### src/rtl/sensor_pkg.sv
// Shared constants, state encoding and frame byte table for the IMU command path.
package sensor_pkg;

  localparam logic [7:0]  HDR0       = 8'hFF;
  localparam logic [7:0]  HDR1       = 8'hAA;
  localparam logic [7:0]  REG_UNLOCK = 8'h69;
  localparam logic [15:0] UNLOCK_KEY = 16'hB588;
  localparam logic [7:0]  REG_SAVE   = 8'h00;

  localparam logic [2:0] LAST_BYTE  = 3'd4;
  localparam logic [1:0] LAST_FRAME = 2'd2;

  typedef enum logic [1:0] {
    ST_IDLE,
    ST_SEND,
    ST_GAP,
    ST_DONE
  } state_e;

  // Every frame is HDR0 HDR1 <reg> <val lo> <val hi>; only reg/val differ per frame.
  function automatic logic [7:0] frame_byte(input logic [1:0]  frame,
                                            input logic [2:0]  idx,
                                            input logic [7:0]  addr,
                                            input logic [15:0] data);
    logic [7:0]  reg_sel;
    logic [15:0] val;
    logic [7:0]  result;
    reg_sel = REG_SAVE;
    val     = 16'h0000;
    case (frame)
      2'd0:    begin reg_sel = REG_UNLOCK; val = UNLOCK_KEY; end
      2'd1:    begin reg_sel = addr;       val = data;       end
      default: ;
    endcase
    case (idx)
      3'd0:    result = HDR0;
      3'd1:    result = HDR1;
      3'd2:    result = reg_sel;
      3'd3:    result = val[7:0];
      3'd4:    result = val[15:8];
      default: result = HDR0;
    endcase
    return result;
  endfunction

endpackage

### src/rtl/uart_tx.sv
// 8N1 serial transmitter; ready rises in the last stop-bit cycle so bytes can chain.
module uart_tx #(
  parameter int CLKS_PER_BIT = 8
) (
  input  logic       clk_uart,
  input  logic       rst,
  input  logic [7:0] data,
  input  logic       valid,
  output logic       ready,
  output logic       tx
);

  localparam int            CW        = (CLKS_PER_BIT > 1) ? $clog2(CLKS_PER_BIT) : 1;
  localparam logic [CW-1:0] CNT_LAST  = CW'(CLKS_PER_BIT - 1);
  localparam logic [3:0]    LAST_DATA = 4'd8;
  localparam logic [3:0]    STOP_BIT  = 4'd9;

  logic          active_q, active_d;
  logic [3:0]    bit_q, bit_d;
  logic [CW-1:0] cnt_q, cnt_d;
  logic [7:0]    shift_q, shift_d;
  logic          tx_q, tx_d;
  logic          last_cycle;

  assign last_cycle = active_q && (bit_q == STOP_BIT) && (cnt_q == CNT_LAST);
  assign ready      = !active_q || last_cycle;
  assign tx         = tx_q;

  always_comb begin
    // NOTE: every _d gets its hold value first so no path leaves it unassigned (no latch).
    active_d = active_q;
    bit_d    = bit_q;
    cnt_d    = cnt_q;
    shift_d  = shift_q;
    tx_d     = tx_q;
    if (valid && ready) begin
      active_d = 1'b1;
      bit_d    = 4'd0;
      cnt_d    = '0;
      shift_d  = data;
      tx_d     = 1'b0;
    end else if (active_q) begin
      if (cnt_q == CNT_LAST) begin
        cnt_d = '0;
        if (bit_q == STOP_BIT) begin
          active_d = 1'b0;
          tx_d     = 1'b1;
        end else begin
          bit_d = bit_q + 4'd1;
          if (bit_q == LAST_DATA) begin
            tx_d = 1'b1;
          end else begin
            tx_d    = shift_q[0];
            shift_d = {1'b0, shift_q[7:1]};
          end
        end
      end else begin
        cnt_d = cnt_q + CW'(1);
      end
    end
  end

  // NOTE: state registers use non-blocking assignment so all flops update from pre-edge values.
  always_ff @(posedge clk_uart or posedge rst) begin
    if (rst) begin
      active_q <= 1'b0;
      bit_q    <= 4'd0;
      cnt_q    <= '0;
      shift_q  <= 8'h00;
      tx_q     <= 1'b1;
    end else begin
      active_q <= active_d;
      bit_q    <= bit_d;
      cnt_q    <= cnt_d;
      shift_q  <= shift_d;
      tx_q     <= tx_d;
    end
  end

endmodule

### src/rtl/imu_config.sv
// IMU register-write sequencer: sends unlock, write and save frames over the radio UART.
module imu_config
  import sensor_pkg::*;
#(
  parameter int CLKS_PER_BIT = 8,
  parameter int GAP_CYCLES   = 2304
) (
  input  logic        clk_uart,
  input  logic        rst,
  input  logic        start,
  input  logic [7:0]  reg_addr,
  input  logic [15:0] reg_data,
  output logic        busy,
  output logic        done,
  output logic        wireless_rx
);

  localparam logic [15:0] GAP_LAST = 16'(GAP_CYCLES - 1);

  state_e      state_q, state_d;
  logic [1:0]  frame_q, frame_d;
  logic [2:0]  byte_q, byte_d;
  logic [15:0] gap_q, gap_d;
  logic [7:0]  addr_q, addr_d;
  logic [15:0] data_q, data_d;
  logic        busy_q, busy_d;
  logic        done_q, done_d;

  logic        tx_valid, tx_ready;
  logic [7:0]  tx_data;
  logic [1:0]  sel_frame;
  logic [2:0]  sel_byte;

  assign tx_data = frame_byte(sel_frame, sel_byte, addr_q, data_q);
  assign busy    = busy_q;
  assign done    = done_q;

  uart_tx #(.CLKS_PER_BIT(CLKS_PER_BIT)) u_tx (
    .clk_uart (clk_uart),
    .rst      (rst),
    .data     (tx_data),
    .valid    (tx_valid),
    .ready    (tx_ready),
    .tx       (wireless_rx)
  );

  // In SEND the transmitter is always mid-byte, so tx_ready marks the end of a stop bit.
  always_comb begin
    state_d   = state_q;
    frame_d   = frame_q;
    byte_d    = byte_q;
    gap_d     = gap_q;
    addr_d    = addr_q;
    data_d    = data_q;
    busy_d    = busy_q;
    done_d    = 1'b0;
    tx_valid  = 1'b0;
    sel_frame = frame_q;
    sel_byte  = byte_q;
    case (state_q)
      ST_IDLE: begin
        sel_frame = 2'd0;
        sel_byte  = 3'd0;
        if (start) begin
          tx_valid = 1'b1;
          state_d  = ST_SEND;
          frame_d  = 2'd0;
          byte_d   = 3'd0;
          addr_d   = reg_addr;
          data_d   = reg_data;
          busy_d   = 1'b1;
        end
      end
      ST_SEND: begin
        sel_byte = byte_q + 3'd1;
        if (tx_ready) begin
          if (byte_q != LAST_BYTE) begin
            tx_valid = 1'b1;
            byte_d   = byte_q + 3'd1;
          end else if (frame_q != LAST_FRAME) begin
            state_d = ST_GAP;
            frame_d = frame_q + 2'd1;
            byte_d  = 3'd0;
            gap_d   = 16'd0;
          end else begin
            state_d = ST_DONE;
            frame_d = 2'd0;
            byte_d  = 3'd0;
            busy_d  = 1'b0;
            done_d  = 1'b1;
          end
        end
      end
      ST_GAP: begin
        if (gap_q == GAP_LAST) begin
          tx_valid = 1'b1;
          state_d  = ST_SEND;
        end else begin
          gap_d = gap_q + 16'd1;
        end
      end
      ST_DONE: begin
        state_d = ST_IDLE;
      end
    endcase
  end

  always_ff @(posedge clk_uart or posedge rst) begin
    if (rst) begin
      state_q <= ST_IDLE;
      frame_q <= 2'd0;
      byte_q  <= 3'd0;
      gap_q   <= 16'd0;
      addr_q  <= 8'h00;
      data_q  <= 16'h0000;
      busy_q  <= 1'b0;
      done_q  <= 1'b0;
    end else begin
      state_q <= state_d;
      frame_q <= frame_d;
      byte_q  <= byte_d;
      gap_q   <= gap_d;
      addr_q  <= addr_d;
      data_q  <= data_d;
      busy_q  <= busy_d;
      done_q  <= done_d;
    end
  end

endmodule
### config.mk
export PLATFORM = sky130hd
export DESIGN_NAME = imu_config
export DESIGN_NICKNAME = d
export VERILOG_FILES = /design/src/rtl/sensor_pkg.sv /design/src/rtl/uart_tx.sv /design/src/rtl/imu_config.sv
export SDC_FILE = /design/constraint.sdc
export NUM_CORES = 1
export LEC_CHECK = 0
export CAP_MARGIN = 10
export CORE_ASPECT_RATIO = 0.75
export CORE_MARGIN = 2
export CORE_UTILIZATION = 40
export CTS_CLUSTER_SIZE = 40
export DETAILED_ROUTE_END_ITERATION = 7
export GPL_TIMING_DRIVEN = 1
export SLEW_MARGIN = 20
export SYNTH_ARGS = -nofsm -noshare
export SYNTH_HDL_FRONTEND = slang
export SYNTH_SLANG_ARGS = --single-unit
export TNS_END_PERCENT = 30
### constraint.sdc
create_clock -name clk_uart -period 2.9 [get_ports clk_uart]
set_clock_uncertainty 0.15 [all_clocks]
set_input_delay 0.435 -clock clk_uart [delete_from_list [all_inputs] [get_ports clk_uart]]
set_output_delay 0.435 -clock clk_uart [all_outputs]
set_load 0.05 [all_outputs]
---- Word level (Yosys, flattened, before mapping) ----
Cells that the tools add are included.
operators by class
  $add $sub $neg .......................... 5
  equality and inequality tests ........... 23
  multiplexer cells ....................... 60
  reductions and logical operators ........ 20
operators by type and width
  kind                                                   number
  2-to-1 mux 16 bit                                      4
  case mux 16 bit (2 select lines)                       2
  2-to-1 mux 8 bit                                       5
  case mux 8 bit (4 select lines)                        1
  2-to-1 mux 1 bit                                       22
  2-to-1 mux 2 bit                                       9
  2-to-1 mux 3 bit                                       6
  adder 16 x 1 -> 16 bit, second input constant          1
  equality test 16 x 12 -> 1 bit, second input constant  1
  2-to-1 mux 4 bit                                       4
  != test 2 bit, second input constant                   8
  case mux 8 bit (2 select lines)                        1
  case mux 3 bit (2 select lines)                        2
  AND reduction 4 bit                                    3
  AND reduction 5 bit                                    2
  equality test 4 bit, second input constant             2
  case mux 2 bit (4 select lines)                        1
  nonzero test 2 bit                                     4
  adder 3 x 1 -> 3 bit, second input constant            2
  equality test 3 x 2 -> 1 bit, second input constant    2
  equality test 3 bit, second input constant             2
  AND reduction 3 bit                                    2
  adder 4 x 1 -> 4 bit, second input constant            1
  equality test 2 x 1 -> 1 bit, second input constant    2
  other kinds (13)                                       19
storage, ports and cells
  bits in registers ....................... 66
  output and inout bits ................... 3
  word-level logic and storage cells ...... 121

---- Depth between registers and ports, before layout ----
  depth after elaboration ................. 9
  gate-level depth with buffers ........... 8
  mapped depth without buffers ............ 8

---- Cells and area by module ----
A second synthesis with hierarchy kept.
unflattened totals
  cell total of the unflattened synthesis .. 357
  area total of the unflattened synthesis .. 3,727.3 um2
by module, submodules not included
  module      instances  cells each  area each (um2)  sequential area each (um2)
  imu_config  1          252         2,667.6          1,226.2
  uart_tx     1          105         1,059.8          426.7

---- Worst setup path before layout ----
Ideal clock, no wire load.
  path type ............................... register -> register
  from .................................... reg byte_q[0]
  to ...................................... reg u_tx.shift_q[3]
  setup time .............................. 0.134 ns
  arrival ................................. 1.896 ns
  slack ................................... 0.720 ns
  stages on the path, launching flop included .. 9
  cell sequence ........................... dfrtp_1 -> inv_1 -> ha_1 -> nand2b_1 -> a21oi_1 -> o21ai_0 -> and2_1 -> a2111oi_0 -> a21oi_1
on the way
  cells in the longest elaborated chain, start to end .. 7
  elaborated cells between the ends (all ways) .. 18
  those cells by class .................... add/sub (1); eq/ne (7); mux (6); reduce/logical (4)
ends and longest elaborated chain
  element                                                       RTL line           text
  from (decl)                                                   imu_config.sv:22   logic [2:0] byte_q, byte_d;
  from (signal assigned)                                        imu_config.sv:121  byte_q <= byte_d;
  branches (longest 7 deep; another with adder 3 x 1 -> 3 bit)  n/a
  to (signal assigned)                                          uart_tx.sv:75      shift_q <= shift_d;
  to (decl)                                                     uart_tx.sv:21      logic [7:0] shift_q, shift_d;
Several ways; the timed one is not identified.
A chain may end at the register's enable or synchronous reset.

---- Worst setup path in the final report ----
Same ends and word-level chain as after synthesis.

==> reports/qor.yml <==
run_status: "completed"
clockRootBuffer: "clkbuf_16"
syn_area_mm2: 0.003425
pwr-share-comb_pct: 3.7
p_per_area_mw_per_mm2: 484.0
relSlewSlack_pct: 48.21
cts_resized: 0
switchingPower_mw: 0.4226
hold_slack_ns: 0.3452
ir_worst_vdd_v: 0.0003707
p_sw_share_pct: 21.07
cts_buffers: 9
required_ns: 2.95
cp_max_fo: 9
seqPwrFrac_pct: 47.4
yosysWarnings: 0
io_pins: 30
post-route-period-util_pct: 88.34
io_buffer_count: 29
grt_overflow: 0
clk_path_buf_depth: 2
drt_wl_total_um: 7600
setup_viol: 0
post_drt_wl_per_cell_um: 15.73
synthFlopType: "dfrtp_1"
hold_violations: 0
syn_to_final_growth_pct: 20.97
final_cell_mix: "dfrtp_1, nor2_1, mux2_2, clkdlybuf4s50_1, nand2_1"
layout-drive-gt1-share_pct: 16.53
hold_class: "in2async"
worst_slack_ns: 0.3380
rows: 29
p_clk_share_pct: 49.0
multi_input_area_mm2: 0.001682
htreeDepth: 3
grt_pass1_vias: 2648
n_fill_cell: 778
cp-start-kind: "flip-flop"
crit_type: "reg2reg"
end_kind: "flip-flop"
p_int_mw: 1.583
n_antenna_cell: 0
final_common_cell: "dfrtp_1"
vias_per_cell: 5.323
cap_violations: 0
dp_slack_ns: 0.3818
r2r_setup_slack_ns: 0.34
cts_tree: "built"
rsz0062_at_grt: "false"
final.setup.tns_ns: 0
tightest_slew_ns: 0.7717
clock_latency_ns: 0.33
p_leak_nw: 1.828
finalMaxSlewViolations: 0
cts.sinks: 66
final_cells: 483
vias: 2571
ctsHoldBuffers: 0
gp_congestion: 0.8324
yosysUniqueCellTypes: 56
dpl.cell_count: 467
dr.pass1.iters: 4
nets: 405
drtIter0Drc: 115
die_w_um: 110.8
synthArstFlopShare_pct: 100.0
cts_setup_buffers: 0
grt_pass1_wl_um: 13050
finalWorstPathRequiredPeriod_ns: 2.562
cp.arrival_ns: 2.61
avgSynthCellArea_um2: 10.31
syn_nets: 367
fp.dieH_um: 84.13
syn_inst: 332
initial_core_util_pct: 40.86
hpwl_um: 5486
synth-seq-cells: 66
antenna_found_initial: 0
synth_edf_count: 0
grt_max_degree: 42
clock.fmax_mhz: 390.3
grt_use_total_pct: 17.79
antenna_left: 0
drc_errors: 0
clkTransAtPathRegs_ns: 0.06
coreArea_mm2: 0.008382
yosysSeqAreaShare_pct: 48.26
layout.area.seq_mm2: 0.001653
die_area_mm2: 0.009325
## sequential cells by signal, indices dropped and copies added, names as in the netlist
signal         flops
data_q            16
gap_q             16
addr_q             8
u_tx.shift_q       8
u_tx.bit_q         4
byte_q             3
u_tx.cnt_q         3
frame_q            2
state_q            2
busy               1
done               1
u_tx.active_q      1
u_tx.tx            1
## critical path: stages, from the launching register on
cell,delay [ns]
dfrtp_1,0.47
inv_1,0.11
ha_1,0.35
nand2b_1,0.16
a21oi_1,0.22
o21ai_0,0.22
and2_1,0.25
a2111oi_0,0.36
a21oi_1,0.13
## cells by family (layout without fill, tap and decap cells)
| kind of cell | count (synthesis) | after routing | synth area share, % |
|---|---|---|---|
| compound gates | 70 | 70 | 13.96 |
| xor+xnor | 16 | 16 | 4.092 |
| fa+ha+maj | 8 | 8 | 2.923 |
| buf+inv | 22 | 65 | 2.813 |
| flops | 66 | 66 | 48.26 |
| mux | 34 | 34 | 11.07 |
| simple gates | 116 | 116 | 16.88 |
## cells in the mapped netlist, types with 6 or more instances
| cell | n | area share, % |
|---|---|---|
| dfrtp_1 | 65 | 47 |
| nor2_1 | 50 | 5.5 |
| mux2_2 | 31 | 10 |
| nand2_1 | 17 | 1.9 |
| o21ai_0 | 16 | 2.3 |
| a21oi_1 | 13 | 1.9 |
| inv_1 | 12 | 1.3 |
| nand3_1 | 10 | 1.5 |
| xnor2_1 | 10 | 2.6 |
| ha_1 | 8 | 2.9 |
| a22o_1 | 6 | 1.5 |
| xor2_1 | 6 | 1.5 |
## per-layer routing
layer  share of wire, %  global-route usage (%)  up-vias  wire length (um)
met5                  0                       0        -                 0
met4                2.0                   5.568        0               153
met3                4.0                   6.426       11               304
met2                 45                   27.33       45              3418
met1                 49                   23.76     1256              3722
li1                   -                       -     1259                 -
## power by group through the flow
stage | Sequential [mW] | Combinational (mW) | Clock, mW
6_report | 0.950 | 0.0738 | 0.982
5_1_grt | 0.951 | 0.0825 | 1.05
4_1_cts | 0.950 | 0.0763 | 1.00
3_5_place_dp | 0.965 | 0.0764 | 0
3_3_place_gp | 0.965 | 0.0743 | 0
2_1_floorplan | 0.960 | 0.0290 | 0
## worst paths after layout
path,start,to,cells past startpoint
max,byte_q[0]$_DFFE_PP0P_,u_tx.shift_q[3]$_DFFE_PP0P_,8
min,rst,addr_q[3]$_DFFE_PP0P_,2
max reg2reg,byte_q[0]$_DFFE_PP0P_,u_tx.shift_q[3]$_DFFE_PP0P_,8
min reg2reg,data_q[10]$_DFFE_PP0P_,data_q[10]$_DFFE_PP0P_,1
max in group asynchronous,rst,u_tx.shift_q[7]$_DFFE_PP0P_,3
min in group clk_uart,data_q[10]$_DFFE_PP0P_,data_q[10]$_DFFE_PP0P_,1
## layout make-up
class,count,share of cell area (%)
multi-input cells,244,40.59
flip-flops and latches,66,39.90
repair buffers,37,8.759
clock buffers,13,6.040
well taps,108,3.262
inverters,12,1.087
clock inverters,3,0.3624
## per-stage QoR
step	total power, mW	cell area [um2]	util, %
2_1_floorplan	0.9894	3425	-
3_3_place_gp	1.039	3877	46.26
3_5_place_dp	1.042	3877	46.26
4_1_cts	2.030	4143	49.43
5_1_grt	2.087	4143	49.43
6_report	2.005	4143	49.43
(Power assumes the default switching activity.)
